**src/rtl/countdown_timer_param.sv**
```systemverilog
// countdown_timer_param: HH:MM:SS:sub-second countdown timer with an on-chip
// prescaler, a saturating runtime preset load, an expiry pulse and done flag,
// and optional auto-reload of the start value. Single clock, synchronous reset.
module countdown_timer_param #(
    parameter int CLK_PER_TICK = 100000,
    parameter int SUB_PER_SEC  = 1000,
    parameter int HR_MAX       = 23,
    parameter int AUTO_RELOAD  = 0
) (
    input  logic        clk,
    input  logic        reset,
    input  logic        toggle,
    input  logic        load,
    input  logic [26:0] load_time,
    output logic [26:0] disp_time,
    output logic        running,
    output logic        expired,
    output logic        done
);

    localparam int              PW      = (CLK_PER_TICK > 1) ? $clog2(CLK_PER_TICK) : 1;
    localparam logic [PW-1:0]   PRE_TOP = PW'(CLK_PER_TICK - 1);
    localparam logic [4:0]      HR_TOP  = 5'(HR_MAX);
    localparam logic [5:0]      MS_TOP  = 6'd59;
    localparam logic [9:0]      SUB_TOP = 10'(SUB_PER_SEC - 1);

    logic [4:0]    hr;
    logic [5:0]    mn;
    logic [5:0]    sc;
    logic [9:0]    sb;
    logic [PW-1:0] presc;

    logic [4:0]    dec_hr;
    logic [5:0]    dec_mn;
    logic [5:0]    dec_sc;
    logic [9:0]    dec_sb;
    logic          cur_zero;
    logic          dec_zero;

    logic [4:0]    ld_hr;
    logic [5:0]    ld_mn;
    logic [5:0]    ld_sc;
    logic [9:0]    ld_sb;
    logic          ld_zero;

    logic          tick;

    assign tick = toggle & ~done & (presc == PRE_TOP);

    // Borrow-chain decrement of the current value by one sub-second count.
    always_comb begin
        dec_hr = hr;
        dec_mn = mn;
        dec_sc = sc;
        dec_sb = sb;
        if (sb != '0) begin
            dec_sb = sb - 10'd1;
        end else begin
            dec_sb = SUB_TOP;
            if (sc != '0) begin
                dec_sc = sc - 6'd1;
            end else begin
                dec_sc = MS_TOP;
                if (mn != '0) begin
                    dec_mn = mn - 6'd1;
                end else begin
                    dec_mn = MS_TOP;
                    dec_hr = hr - 5'd1;
                end
            end
        end
        cur_zero = (hr == '0) && (mn == '0) && (sc == '0) && (sb == '0);
        dec_zero = (dec_hr == '0) && (dec_mn == '0) && (dec_sc == '0) && (dec_sb == '0);
    end

    // Per-field saturation of the preset value.
    always_comb begin
        ld_hr   = (load_time[26:22] > HR_TOP)  ? HR_TOP  : load_time[26:22];
        ld_mn   = (load_time[21:16] > MS_TOP)  ? MS_TOP  : load_time[21:16];
        ld_sc   = (load_time[15:10] > MS_TOP)  ? MS_TOP  : load_time[15:10];
        ld_sb   = (load_time[9:0]   > SUB_TOP) ? SUB_TOP : load_time[9:0];
        ld_zero = (ld_hr == '0) && (ld_mn == '0) && (ld_sc == '0) && (ld_sb == '0);
    end

    // Counter, prescaler and status registers; priority reset > load > tick.
    always_ff @(posedge clk) begin
        if (reset) begin
            hr      <= HR_TOP;
            mn      <= MS_TOP;
            sc      <= MS_TOP;
            sb      <= SUB_TOP;
            presc   <= '0;
            done    <= 1'b0;
            expired <= 1'b0;
        end else if (load) begin
            hr      <= ld_hr;
            mn      <= ld_mn;
            sc      <= ld_sc;
            sb      <= ld_sb;
            presc   <= '0;
            done    <= ld_zero;
            expired <= 1'b0;
        end else begin
            expired <= 1'b0;
            if (toggle && !done) begin
                presc <= tick ? '0 : presc + PW'(1);
            end
            if (tick) begin
                // A tick while sitting at zero only happens with auto-reload active.
                if (cur_zero) begin
                    hr <= HR_TOP;
                    mn <= MS_TOP;
                    sc <= MS_TOP;
                    sb <= SUB_TOP;
                end else begin
                    hr <= dec_hr;
                    mn <= dec_mn;
                    sc <= dec_sc;
                    sb <= dec_sb;
                    if (dec_zero) begin
                        expired <= 1'b1;
                        if (AUTO_RELOAD == 0) begin
                            done <= 1'b1;
                        end
                    end
                end
            end
        end
    end

    assign disp_time = {hr, mn, sc, sb};
    assign running   = toggle & ~done;

endmodule

```
**config.mk**
```make
export PLATFORM = sky130hd
export DESIGN_NAME = countdown_timer_param
export DESIGN_NICKNAME = d
export VERILOG_FILES = /design/src/rtl/countdown_timer_param.sv
export SDC_FILE = /design/constraint.sdc
export NUM_CORES = 1
export LEC_CHECK = 0
export BUFFER_PORTS_ARGS = -buffer_cell sky130_fd_sc_hd__buf_4
export CAP_MARGIN = 15
export CORE_MARGIN = 8
export CORE_UTILIZATION = 32
export DETAILED_ROUTE_END_ITERATION = 10
export GPL_ROUTABILITY_DRIVEN = 0
export GPL_TIMING_DRIVEN = 1
export SLEW_MARGIN = 20
export SYNTH_ARGS = -nofsm -noshare
export SYNTH_HDL_FRONTEND = slang
export SYNTH_SLANG_ARGS = --single-unit
```
**constraint.sdc**
```tcl
create_clock -name clk -period 3.3 [get_ports clk]
set_input_delay 0.33 -clock clk [delete_from_list [all_inputs] [get_ports clk]]
set_output_delay 0.33 -clock clk [all_outputs]
set_load 0.005 [all_outputs]
```
==> flow_summary_export.csv <==
group,metric,value,unit
critical_path,start_kind,"register",
timing,tightest_slew,746,ps
placed_design,dp_slack,419,ps
placed_design,io_buffer_count,60,
synthesis,postSynthAreaPerCell,7.81,µm²
synthesis,synth_most_common_cell,"nor2_1",
timing,fin_ws,434,ps
synthesis,ys_seq_area_frac,0.302,
timing,min_period,2870,ps
synthesis,synthArstFlopShare,0,
clock_tree,clk_pin_slew,100,ps
synthesis,syn-cell-area,3050,µm²
clock_tree,postCtsSetupBuffers,0,
clock_tree,cts_buffers,5,
power,power_frac_clock,0.313,
synthesis,ys_warn_count,0,
grt,grt_max_degree,52,
timing,post-route-period-util,0.868,
critical_path,worstPathArrival,3100,ps
clock_tree,cts_max_level,2,
timing,fin_skew,6.93,ps
finish,fin_nets,479,
power,power_frac_seq,0.527,
synthesis,synth_edf_count,0,
grt,grt_pass1_vias,3077,
power,internal-power,0.000819,W
critical_path,setup.worst_path.class,"reg -> reg",
timing,rsz0062_at_grt,"no",
critical_path,cp-end-kind,"register",
power,finalPower,0.00117,W
critical_path,max_stage_delay,480,ps
finish,drive_above_1_share,0.194,
critical_path,slowest_stage,"nor3b_2",
detailed_routing,dr.pass1.iters,6,
synthesis,yosysTopAreaCellShare,0.302,
synthesis,synthCells,391,
job,maxCapViolations,0,
die,coreArea,9240,µm²
die,die_w,114,µm
synthesis,synth_common_cells,"nor2_1 (48), dfxtp_1 (46), nand2_1 (26)",
die,initial_utilization,0.331,
synthesis,yosysUniqueCellTypes,61,
synthesis,synth_area_leader_cell,"dfxtp_1",
timing,setup_viol,0,
worst_hold_path,hold_class,"in -> reg",
timing,drv_slew,0,
die,fp.dieArea,12900,µm²
critical_path,worstPathRequired,3530,ps
detailed_routing,drt.antenna.violating_nets,0,
placed_design,dpl.hpwl,7210,µm
clock_tree,clk_latency,310,ps
power,power.net_switching,0.000353,W
synthesis,synth_flop_cell,"dfxtp_1",
power,power.density,319,nW/µm²
clock_tree,cts_buffer_depth,2,
detailed_routing,drt-total-wl,9620,µm
synthesis,ys_seq_elements,46,
clock_tree,clkSinkCount,46,
power,sw_frac_of_total,0.301,
detailed_routing,drt_first_iter_violations,150,
power,p_leak,1.39,nW
timing,hold_viol_final,0,
detailed_routing,viasPerCell,5.57,
critical_path,crit_chain,"inv_1 > ha_1 > nor3b_2 > nand3_4 > nor3_4 > mux2_2 > o22ai_1 > nand4_1 > nor3_1",
grt,grt_pass1_wl,15800,µm
power,peakVddDrop,170,µV
finish,antennaDiodeCount,0,
clock_tree,clockRootBuffer,"clkbuf_8",
detailed_routing,num_vias,3184,
finish,syn_to_final_growth,20.2,%
power,power_frac_comb,0.160,
clock_tree,hold_buffers,0,
finish,num-fill-cells,983,
die,ios,61,
synthesis,synth.net_count,428,
timing,clock.fmax,349,MHz
outcome,outcome,"finished, final reports clean",
clock_tree,cts_resized,0,
die,rows,35,
clock_tree,cts_tree,"yes",
synthesis,synth.area.top_cells,"dfxtp_1 (30%), nor2_1 (5.9%), xor2_1 (4.0%)",
timing,relSlewSlack,0.501,
die,die_y,114,µm
critical_path,path_max_fanout,10,
timing,fin_tns_setup,0,ps
grt,grt.total_usage,0.149,
grt,antenna_found_initial,0,
grt,grt-ovfl-total,0,
detailed_routing,drc_errors,0,
detailed_routing,wl_per_cell,16.8,µm
==> logic make-up (layout without fill, tap and decap cells) <==
| group | Yosys count | after routing | synth area share |
|---|---|---|---|
| AOI/OAI and AO/OA | 89 | 89 | 0.191 |
| xor gates and xnor gates | 23 | 23 | 0.0660 |
| adders and majority gates | 6 | 6 | 0.0246 |
| buffers and inverters | 30 | 82 | 0.0479 |
| DFF | 46 | 46 | 0.302 |
| muxes | 6 | 6 | 0.0201 |
| and+or+nand+nor | 191 | 191 | 0.349 |
==> cell type report <==
| cell class | instances | area [µm²] | share of cell area |
|---|---|---|---|
| Sequential cell | 46 | 921 | 0.251 |
| Inverter | 12 | 45.0 | 0.0123 |
| Multi-Input combinational cell | 315 | 1990 | 0.541 |
| Timing Repair Buffer | 62 | 465 | 0.127 |
| Tap cell | 129 | 161 | 0.0440 |
| Clock buffer | 5 | 68.8 | 0.0188 |
| Clock inverter | 3 | 21.3 | 0.00580 |
==> worst max-delay path, delay by kind of cell, from the launching register on <==
| kind | cells | cell delay, ps |
|---|---|---|
| flops | 1 | 370 |
| simple gates | 5 | 1400 |
| buf+inv | 1 | 120 |
| compound gates | 1 | 160 |
| fa+ha+maj | 1 | 370 |
| mux | 1 | 380 |
==> final timing paths <==
| check | from | endpoint | slack, ps | cells past startpoint |
|---|---|---|---|---|
| setup / recovery | sb[0] | expired | 430 | 9 |
| hold / removal | load_time[6] | sb[6] | 240 | 2 |
| setup reg to reg | sb[0] | expired | 430 | 9 |
| hold reg to reg | presc[1] | presc[1] | 520 | 2 |
==> routing by layer <==
metal | up-vias | wire length [µm] | GRT usage
li1 | 1555 | - | -
met1 | 1509 | 4550 | 0.198
met2 | 110 | 4170 | 0.229
met3 | 10 | 774 | 0.0380
met4 | 0 | 117 | 0.0462
met5 | - | 0 | 0
==> sequential cells by signal (all words and copies together), names as in the netlist <==
name,cells
sc,6
sb,10
hr,5
expired,1
mn,6
presc,17
done,1
==> through the flow <==
| step | area, µm² | hold WS, ps | util | cells |
|---|---|---|---|---|
| after CTS | 3670 | 239 | 0.397 | 572 |
| after floorplan | 3050 | 452 | - | 391 |
| after global placement | 3580 | 485 | 0.387 | 564 |
| after global routing | 3670 | 250 | 0.397 | 572 |
| after detailed placement | 3580 | 497 | 0.387 | 564 |
| final | 3670 | 244 | 0.397 | 572 |
==> power by group through the flow <==
stage          sequential, W  combinational [W]  clock, W
6_report            0.000618           0.000188  0.000366
5_1_grt             0.000622           0.000209  0.000396
4_1_cts             0.000616           0.000188  0.000375
3_5_place_dp        0.000629           0.000188         0
3_3_place_gp        0.000627           0.000185         0
2_1_floorplan       0.000615          0.0000999         0
==> cells in the final DEF (no fill, tap or decap), types with 11 or more instances in the layout <==
master | synthesis | layout
buf_4 | 0 | 62
nor2_1 | 48 | 48
dfxtp_1 | 46 | 46
nand2_1 | 26 | 26
a21oi_1 | 22 | 22
o21ai_0 | 19 | 19
nand4_1 | 18 | 18
nor3_1 | 18 | 18
nor4_1 | 16 | 16
xor2_1 | 14 | 14
nand3_1 | 12 | 12
inv_1 | 11 | 11
Note: power is estimated with default switching activity, not from simulation.
